==> src/rtl/uart_alu_sequencer_if.sv <==
// rtl/uart_alu_sequencer_if.sv - FIFO and ALU signal bundle for the UART ALU sequencer
interface uart_alu_sequencer_if #(
  parameter int DBIT = 8,
  parameter int OPW  = 6
);
  logic            rx_empty;
  logic [DBIT-1:0] rx_data;
  logic            rd_uart;
  logic            tx_full;
  logic            wr_uart;
  logic [DBIT-1:0] w_data;
  logic [DBIT-1:0] alu_a;
  logic [DBIT-1:0] alu_b;
  logic [OPW-1:0]  alu_op;
  logic [DBIT-1:0] alu_result;

  modport master (
    input  rx_empty, rx_data, tx_full, alu_result,
    output rd_uart, wr_uart, w_data, alu_a, alu_b, alu_op
  );

  modport slave (
    output rx_empty, rx_data, tx_full, alu_result,
    input  rd_uart, wr_uart, w_data, alu_a, alu_b, alu_op
  );
endinterface

==> src/rtl/uart_alu_sequencer.sv <==
// rtl/uart_alu_sequencer.sv - collects A, B, opcode bytes from the rx FIFO and pushes the ALU result
module uart_alu_sequencer #(
  parameter int DBIT = 8,
  parameter int OPW  = 6,
  parameter int TMO  = 1000000
) (
  input  logic                  clk,
  input  logic                  reset,
  uart_alu_sequencer_if.master  bus,
  output logic                  busy,
  output logic                  timeout_err
);
  localparam int            CW       = (TMO > 1) ? $clog2(TMO) : 1;
  localparam logic [CW-1:0] CNT_LAST = CW'(TMO - 1);

  typedef enum logic [2:0] {WAIT_A, WAIT_B, WAIT_OP, EXEC, SEND} state_t;

  state_t          state;
  logic [CW-1:0]   cnt;
  logic            rd_block;
  logic [DBIT-1:0] a_q;
  logic [DBIT-1:0] b_q;
  logic [OPW-1:0]  op_q;
  logic [DBIT-1:0] result;
  logic            waiting_byte;
  logic            rx_take;
  logic            tx_put;
  logic            tmo_hit;

  // Strobes are qualified by reset so they drop the moment reset asserts.
  always_comb begin
    waiting_byte = (state == WAIT_A) || (state == WAIT_B) || (state == WAIT_OP);
    rx_take      = reset && waiting_byte && !bus.rx_empty && !rd_block;
    tx_put       = reset && (state == SEND) && !bus.tx_full;
    tmo_hit      = reset && ((state == WAIT_B) || (state == WAIT_OP)) &&
                   bus.rx_empty && (cnt == CNT_LAST);
  end

  // rd_block spaces pops apart and also suppresses a pop in the cycle reset releases.
  always_ff @(posedge clk or negedge reset) begin
    if (!reset) begin
      state    <= WAIT_A;
      cnt      <= '0;
      rd_block <= 1'b1;
      a_q      <= '0;
      b_q      <= '0;
      op_q     <= '0;
      result   <= '0;
    end else begin
      rd_block <= rx_take;
      case (state)
        WAIT_A: begin
          if (rx_take) begin
            a_q   <= bus.rx_data;
            state <= WAIT_B;
            cnt   <= '0;
          end
        end
        WAIT_B: begin
          if (rx_take) begin
            b_q   <= bus.rx_data;
            state <= WAIT_OP;
            cnt   <= '0;
          end else if (tmo_hit) begin
            state <= WAIT_A;
            cnt   <= '0;
          end else if (bus.rx_empty) begin
            cnt <= cnt + 1'b1;
          end
        end
        WAIT_OP: begin
          if (rx_take) begin
            op_q  <= bus.rx_data[OPW-1:0];
            state <= EXEC;
            cnt   <= '0;
          end else if (tmo_hit) begin
            state <= WAIT_A;
            cnt   <= '0;
          end else if (bus.rx_empty) begin
            cnt <= cnt + 1'b1;
          end
        end
        EXEC: begin
          result <= bus.alu_result;
          state  <= SEND;
          cnt    <= '0;
        end
        SEND: begin
          if (tx_put) begin
            state <= WAIT_A;
            cnt   <= '0;
          end
        end
        default: begin
          state <= WAIT_A;
          cnt   <= '0;
        end
      endcase
    end
  end

  assign bus.rd_uart = rx_take;
  assign bus.wr_uart = tx_put;
  assign bus.w_data  = result;
  assign bus.alu_a   = a_q;
  assign bus.alu_b   = b_q;
  assign bus.alu_op  = op_q;
  assign busy        = reset && (state != WAIT_A);
  assign timeout_err = tmo_hit;
endmodule
==> src/flat_wrapper.sv <==
// flat-port wrapper written by rule: the top's interface ports become plain ports
module uart_alu_sequencer_flat 
#(
  parameter int DBIT = 8,
  parameter int OPW  = 6,
  parameter int TMO  = 1000000
)
  (clk, reset, busy, timeout_err, bus_rx_empty, bus_rx_data, bus_tx_full, bus_alu_result, bus_rd_uart, bus_wr_uart, bus_w_data, bus_alu_a, bus_alu_b, bus_alu_op);
  uart_alu_sequencer_if #(.DBIT(DBIT), .OPW(OPW)) bus_i ();
  input  logic clk;
  input  logic reset;
  output logic busy;
  output logic timeout_err;
  input wire logic [$bits(bus_i.rx_empty)-1:0] bus_rx_empty;
  input wire logic [$bits(bus_i.rx_data)-1:0] bus_rx_data;
  input wire logic [$bits(bus_i.tx_full)-1:0] bus_tx_full;
  input wire logic [$bits(bus_i.alu_result)-1:0] bus_alu_result;
  output wire logic [$bits(bus_i.rd_uart)-1:0] bus_rd_uart;
  output wire logic [$bits(bus_i.wr_uart)-1:0] bus_wr_uart;
  output wire logic [$bits(bus_i.w_data)-1:0] bus_w_data;
  output wire logic [$bits(bus_i.alu_a)-1:0] bus_alu_a;
  output wire logic [$bits(bus_i.alu_b)-1:0] bus_alu_b;
  output wire logic [$bits(bus_i.alu_op)-1:0] bus_alu_op;
  assign bus_i.rx_empty = bus_rx_empty;
  assign bus_i.rx_data = bus_rx_data;
  assign bus_i.tx_full = bus_tx_full;
  assign bus_i.alu_result = bus_alu_result;
  assign bus_rd_uart = bus_i.rd_uart;
  assign bus_wr_uart = bus_i.wr_uart;
  assign bus_w_data = bus_i.w_data;
  assign bus_alu_a = bus_i.alu_a;
  assign bus_alu_b = bus_i.alu_b;
  assign bus_alu_op = bus_i.alu_op;
  uart_alu_sequencer #(.DBIT(DBIT), .OPW(OPW), .TMO(TMO)) u_core (.clk(clk), .reset(reset), .bus(bus_i), .busy(busy), .timeout_err(timeout_err));
endmodule
==> config.mk <==
export PLATFORM = sky130hd
export DESIGN_NAME = uart_alu_sequencer_flat
export DESIGN_NICKNAME = d
export VERILOG_FILES = /design/src/rtl/uart_alu_sequencer_if.sv /design/src/rtl/uart_alu_sequencer.sv /design/src/flat_wrapper.sv
export SDC_FILE = /design/constraint.sdc
export NUM_CORES = 1
export LEC_CHECK = 0
export ABC_AREA = 1
export BUFFER_PORTS_ARGS = -buffer_cell sky130_fd_sc_hd__buf_2
export CORE_ASPECT_RATIO = 0.7
export CORE_UTILIZATION = 45
export DETAILED_ROUTE_END_ITERATION = 7
export PLACE_DENSITY = 0.67
export SYNTH_ARGS = -nofsm -noshare
export SYNTH_HDL_FRONTEND = slang
export SYNTH_SLANG_ARGS = --single-unit
==> constraint.sdc <==
create_clock -name clk -period 3.4 [get_ports clk]
set_input_delay 1.02 -clock clk [delete_from_list [all_inputs] [get_ports clk]]
set_output_delay 1.02 -clock clk [all_outputs]
set_load 0.01 [all_outputs]
==> flow_metrics.env, run 1 <==
export IMPL_rrSetupSlack_ps=1590
export IMPL_crit_path_frequent_cell="inv_1"
export IMPL_grt_max_degree=55
export IMPL_final_cells=478
export IMPL_cts_setup_buffers=0
export IMPL_crit_buf_inv=3
export IMPL_worst_slack_ps=458
export IMPL_grt_pass1_vias=2012
export IMPL_vias_per_cell=4.92
export IMPL_start_util=0.477
export IMPL_io_buffers=53
export IMPL_postSynthAreaPerCell_um2=8.07
export IMPL_synthArstFlopShare=1.00
export IMPL_leakagePower_nw=1.68
export IMPL_synth_edf_count=0
export IMPL_crit_required_ps=2380
export IMPL_ir_drop_v=0.000343
export IMPL_die_w_um=96.3
export IMPL_yosys_warnings=0
export IMPL_clkPwrFrac=0.167
export IMPL_placed_area_um2=3130
export IMPL_synthCells=347
export IMPL_rsz0062_at_grt="no"
export IMPL_ctsHtreeMaxLevel=2
export IMPL_grt_pass1_wl_um=10100
export IMPL_period_needed_ps=2940
export IMPL_cts_root_buffer="clkbuf_8"
export IMPL_syn_nets=368
export IMPL_critPathSlowestCell="dfrtp_1"
export IMPL_crit_chain="nor2_1, nand2_1, nand2_2, inv_1, nor2_2, nand2_4, inv_1, buf_2"
export IMPL_ys_seq_area_frac=0.483
export IMPL_crit_arrival_ps=1920
export IMPL_clockBufferDepth=2
export IMPL_die_area_um2=6550
export IMPL_mostFrequentLayoutCell="nand2_1"
export IMPL_final_net_count=423
export IMPL_syn_to_final_growth_pct=15.1
export IMPL_crit_type="flop to output pin"
export IMPL_fin_area_um2=3220
export IMPL_min_to="u_core.bus.alu_a[0]"
export IMPL_combPwrFrac=0.418
export IMPL_power_switching_uw=936
export IMPL_r2r_start="u_core.state[1]"
export IMPL_remaining_drc_errors=0
export IMPL_gp_congestion=0.855
export IMPL_n_fill_cell=553
export IMPL_cts_tree="built"
export IMPL_ys_types=33
export IMPL_clock_skew_ps=9.93
export IMPL_antenna_found_initial=0
export IMPL_p_per_area_nw_per_um2=700
export IMPL_hpwlAfterDp_um=4510
export IMPL_status="finished clean"
export IMPL_finalWirelength_um=6150
export IMPL_fin_crit_sh=0.865
export IMPL_p_int_mw=1.32
export IMPL_diodes=0
export IMPL_crit_path_start_kind="flop"
export IMPL_layout_common_cells="110 x nand2_1, 53 x buf_2, 53 x dfrtp_1, 42 x inv_1, 33 x nor2_1"
export IMPL_critPathMaxFanout=14
export IMPL_numCtsBuffers=5
export IMPL_r2r_cells=10
export IMPL_cts_resized=0
export IMPL_r2r_end="u_core.cnt[18]"
export IMPL_maxSlewHeadroom=0.557
export IMPL_seq_power_share=0.415
export IMPL_dp_slack_ps=480
export IMPL_vias=2353
export IMPL_synth_seq_cells=54
export IMPL_clk_latency_ps=310
export IMPL_path_delay_family="simple AND/OR/NAND/NOR gates"
export IMPL_final_util=0.549
export IMPL_min_from="u_core.bus.alu_a[0]"
export IMPL_fmax_mhz=340
export IMPL_drive_gt1_frac=0.218
export IMPL_worstMarginPinSlew_ps=665
export IMPL_coreArea_um2=5870
export IMPL_hold_viol=0
export IMPL_max_cap_violations=0
export IMPL_sw_frac_of_total=0.415
export IMPL_tns_ps=0
export IMPL_cts_hold_fix_buffers=0
export IMPL_whs_path_depth=2
export IMPL_post_drt_wl_per_cell_um=12.9
export IMPL_fp_dieH_um=68.0
export IMPL_hp_class="flop to flop"
export IMPL_ant_nets=0
export IMPL_worst_path_largest_cell_delay_ps=470
export IMPL_dp_cells=470
export IMPL_setup_viol=0
export IMPL_grt_ovfl_total=0
export IMPL_cts_sinks=54
export IMPL_syn_area_um2=2800
export IMPL_rows=23
export IMPL_firstDrtPassIters=5
export IMPL_cts_clk_slew_worst_paths_ps=110
export IMPL_grt_use_total=0.207
export IMPL_drtIter0Drc=168
export IMPL_synth_flop_cell="dfrtp_1"
export IMPL_cp_end_kind="output pin"
export IMPL_finalMaxSlewViolations=0
export IMPL_io_pins=54
-- flip-flops by register name (all words and copies together), names as in the netlist --
signal             cells
u_core.bus.alu_a       8
u_core.bus.alu_b       8
u_core.bus.alu_op      6
u_core.bus.w_data      8
u_core.cnt            20
u_core.rd_block        1
u_core.state           3
-- tightest hold or removal path: stages (launching register included) --
cell     delay (ps)
dfrtp_1         350
nand2_1          50
o21ai_0          60
-- power by group through the flow --
stage	registers (mW)	logic (mW)	clock network [mW]
floorplan	1.02	0.598	0
global route	0.965	1.06	0.414
global placement	0.940	0.937	0
finish	0.937	0.944	0.377
CTS	0.936	0.961	0.386
detailed placement	0.948	0.960	0
-- through the flow --
stage | total power, mW | hold WS, ps
5_1_grt | 2.44 | 522
6_report | 2.26 | 491
4_1_cts | 2.28 | 495
3_5_place_dp | 1.91 | 468
2_1_floorplan | 1.62 | 492
3_3_place_gp | 1.88 | 463
-- layout make-up --
cell class,count,area [um^2],share of cell area
flip-flops and latches,54,1350,0.420
multi-input cells,242,1240,0.384
repair buffers,55,280,0.0870
inverters,44,168,0.0520
well taps,75,93.8,0.0291
clock buffers,5,68.8,0.0214
clock inverters,3,22.5,0.00699
-- Yosys cell counts (2+ instances only) --
master	count	area [um^2]
mux2_2	8	90.1
inv_1	42	158
o21ai_0	26	130
buf_2	2	10.0
nand3_1	20	100
xor2_1	9	78.8
nand4_1	9	56.3
nand2_2	2	12.5
nor2_1	33	124
a21oi_1	8	40.0
clkbuf_1	3	11.3
dfrtp_1	53	1330
nor2_2	3	18.8
nand2_1	110	413
-- how the worst max path moves through the flow --
stage / from / endpoint / slack (ps) / cells past startpoint
finish: u_core.state[1] / timeout_err / 460 / 8
global route: u_core.state[1] / timeout_err / 310 / 8
CTS: u_core.state[1] / timeout_err / 470 / 8
detailed placement: reset / bus_rd_uart / 480 / 6
global placement: reset / bus_rd_uart / 520 / 6
floorplan: bus_rx_empty / bus_rd_uart / 610 / 4
-- metal layers --
metal | global-route usage | share of wire | up-vias
li1 | - | - | 1203
met1 | 0.316 | 0.52 | 1091
met2 | 0.305 | 0.42 | 54
met3 | 0.0344 | 0.049 | 5
met4 | 0.0496 | 0.0075 | 0
met5 | 0 | 0 | -
-- cell families (layout without fill, tap and decap cells) --
logic type | after synthesis | after routing | share of synthesized area
adders and majority gates | 1 | 1 | 0.00447
AOI/OAI and AO/OA | 37 | 37 | 0.0683
and+or+nand+nor | 186 | 186 | 0.305
buffers and inverters | 51 | 107 | 0.0755
xor gates and xnor gates | 10 | 10 | 0.0313
DFF | 54 | 54 | 0.483
muxes | 8 | 8 | 0.0322
Power figures use the tool's default switching activity.
==> run 2: changes to the inputs <==
ABC_AREA = default   (was 1)
PLACE_DENSITY = 0.68   (was 0.67)
==> flow_metrics.env, run 2 <==
export IMPL_status="finished clean"
export IMPL_syn_area_um2=2580
export IMPL_r2r_start="u_core.cnt[8]"
export IMPL_synth_seq_cells=54
export IMPL_fin_crit_sh=0.909
export IMPL_io_pins=54
export IMPL_antenna_found_initial=0
export IMPL_cts_root_buffer="clkbuf_8"
export IMPL_vias_per_cell=5.71
export IMPL_p_per_area_nw_per_um2=755
export IMPL_min_to="u_core.bus.w_data[2]"
export IMPL_largest_register_ffs=20
export IMPL_finalMaxSlewViolations=0
export IMPL_synthCells=232
export IMPL_cp_end_kind="output pin"
export IMPL_rows=22
export IMPL_p_int_mw=1.49
export IMPL_grt_use_total=0.215
export IMPL_fmax_mhz=323
export IMPL_ctsHtreeMaxLevel=2
export IMPL_crit_path_start_kind="input port"
export IMPL_drtIter0Drc=159
export IMPL_tns_ps=0
export IMPL_setup_viol=0
export IMPL_firstDrtPassIters=4
export IMPL_combPwrFrac=0.382
export IMPL_maxSlewHeadroom=0.624
export IMPL_clk_latency_ps=310
export IMPL_finalWirelength_um=5800
export IMPL_rsz0062_at_grt="no"
export IMPL_critPathMaxFanout=9
export IMPL_coreArea_um2=5370
export IMPL_cts_resized=0
export IMPL_ys_seq_area_frac=0.525
export IMPL_synth_area_leaders="dfrtp_1 51%, mux2_2 13%, nor2_1 2.3%"
export IMPL_clkPwrFrac=0.196
export IMPL_power_switching_uw=812
export IMPL_grt_pass1_wl_um=9830
export IMPL_post_drt_wl_per_cell_um=16.0
export IMPL_remaining_drc_errors=0
export IMPL_sw_frac_of_total=0.353
export IMPL_ant_nets=0
export IMPL_crit_arrival_ps=2070
export IMPL_io_buffers=53
export IMPL_synth_top_area_cell="dfrtp_1"
export IMPL_clockBufferDepth=2
export IMPL_numCtsBuffers=5
export IMPL_synth_most_common_cell="dfrtp_1"
export IMPL_cts_clk_slew_worst_paths_ps=90
export IMPL_gp_congestion=0.882
export IMPL_r2r_cells=6
export IMPL_synth_top_area_share=0.514
export IMPL_final_net_count=311
export IMPL_grt_ovfl_total=0
export IMPL_placed_area_um2=2940
export IMPL_yosys_warnings=0
export IMPL_crit_type="input port to output pin"
export IMPL_grt_max_degree=31
export IMPL_die_w_um=92.5
export IMPL_synth_flop_cell="dfrtp_1"
export IMPL_hold_viol=0
export IMPL_cts_setup_buffers=0
export IMPL_clock_skew_ps=11.1
export IMPL_grt_pass1_vias=1872
export IMPL_worstMarginPinSlew_ps=564
export IMPL_final_util=0.569
export IMPL_hpwlAfterDp_um=4290
export IMPL_cts_sinks=54
export IMPL_period_needed_ps=3090
export IMPL_fp_dieH_um=65.3
export IMPL_rrSetupSlack_ps=1190
export IMPL_regMostFlops="u_core.cnt"
export IMPL_hp_class="flop to flop"
export IMPL_fin_area_um2=3050
export IMPL_min_from="u_core.bus.w_data[2]"
export IMPL_vias=2073
export IMPL_drive_gt1_frac=0.364
export IMPL_whs_path_depth=1
export IMPL_ir_drop_v=0.000465
export IMPL_layout_common_cells="53 x buf_2, 53 x dfrtp_1, 30 x mux2_2, 16 x nor2_1, 15 x nand2_1"
export IMPL_syn_to_final_growth_pct=18.4
export IMPL_synthArstFlopShare=1.00
export IMPL_cts_hold_fix_buffers=0
export IMPL_leakagePower_nw=1.44
export IMPL_cts_tree="built"
export IMPL_crit_required_ps=2380
export IMPL_max_cap_violations=0
export IMPL_syn_nets=253
export IMPL_synth_common_cells="53 x dfrtp_1, 30 x mux2_2, 16 x nor2_1, 15 x nand2_1"
export IMPL_synth_edf_count=0
export IMPL_die_area_um2=6040
export IMPL_start_util=0.480
export IMPL_postSynthAreaPerCell_um2=11.1
export IMPL_diodes=0
export IMPL_r2r_end="u_core.cnt[8]"
export IMPL_seq_power_share=0.422
export IMPL_ys_types=49
run 2: cell count changes after synthesis, moves of 5 or more:
cell	change
a21o_1	+5
nor3_1	+8
nand2_1	-95
and3_1	+6
o21ai_0	-18
nor2_1	-17
xor2_1	-9
mux2_2	+22
inv_1	-40
nand3_1	-11
run 2: worst max-delay path, stage by stage:
cell,delay [ps]
buf_2,150
or3b_1,440
nor2_1,130
and2_1,180
buf_2,150
run 2: final cells by class:
cell class	count	area (um^2)
clock buffers	7	86.3
clock inverters	1	30.0
fillers	479	2310
inverters	2	7.51
multi-input cells	167	1170
flip-flops and latches	54	1350
well taps	72	90.1
repair buffers	60	318
run 2: worst max path at each step:
stage	start	endpoint	slack (ps)	depth (start not counted)
floorplan	bus_rx_empty	bus_rd_uart	370	4
CTS	bus_rx_empty	bus_rd_uart	320	5
finish	bus_rx_empty	bus_rd_uart	310	5
global route	bus_rx_empty	bus_rd_uart	250	5
detailed placement	bus_rx_empty	bus_rd_uart	320	5
global placement	bus_rx_empty	timeout_err	350	6
run 2: metal layers:
layer / track usage / vias to the layer above / share of wire
met1: 0.331 / 1014 / 0.51
met4: 0.0762 / 0 / 0.015
met2: 0.291 / 67 / 0.40
met3: 0.0498 / 6 / 0.066
met5: 0 / - / 0
li1: - / 986 / -
run 2: power by group through the flow:
stage | sequential, mW | clock [mW] | combinational [mW]
6_report | 0.973 | 0.451 | 0.879
5_1_grt | 1.00 | 0.489 | 0.964
4_1_cts | 0.972 | 0.461 | 0.883
3_5_place_dp | 0.982 | 0 | 0.880
3_3_place_gp | 0.973 | 0 | 0.870
2_1_floorplan | 1.05 | 0 | 0.481
run 2: kinds of logic (layout without fill, tap and decap cells):
kind of cell | count (synthesis) | count (layout) | synth area share
buffers and inverters | 11 | 70 | 0.0223
flip-flops | 54 | 54 | 0.525
AND/OR/NAND/NOR | 89 | 89 | 0.192
multiplexers | 30 | 30 | 0.131
AO/OA/AOI/OAI | 47 | 47 | 0.126
adder cells (fa/ha/maj) | 1 | 1 | 0.00485
run 2: stage by stage:
step | instances | power [mW] | hold WS, ps | worst slack, ps
global placement | 355 | 1.84 | 482 | 350
detailed placement | 355 | 1.86 | 488 | 324
finish | 363 | 2.30 | 504 | 308
global route | 363 | 2.45 | 518 | 251
CTS | 363 | 2.32 | 509 | 318
floorplan | 232 | 1.53 | 480 | 373
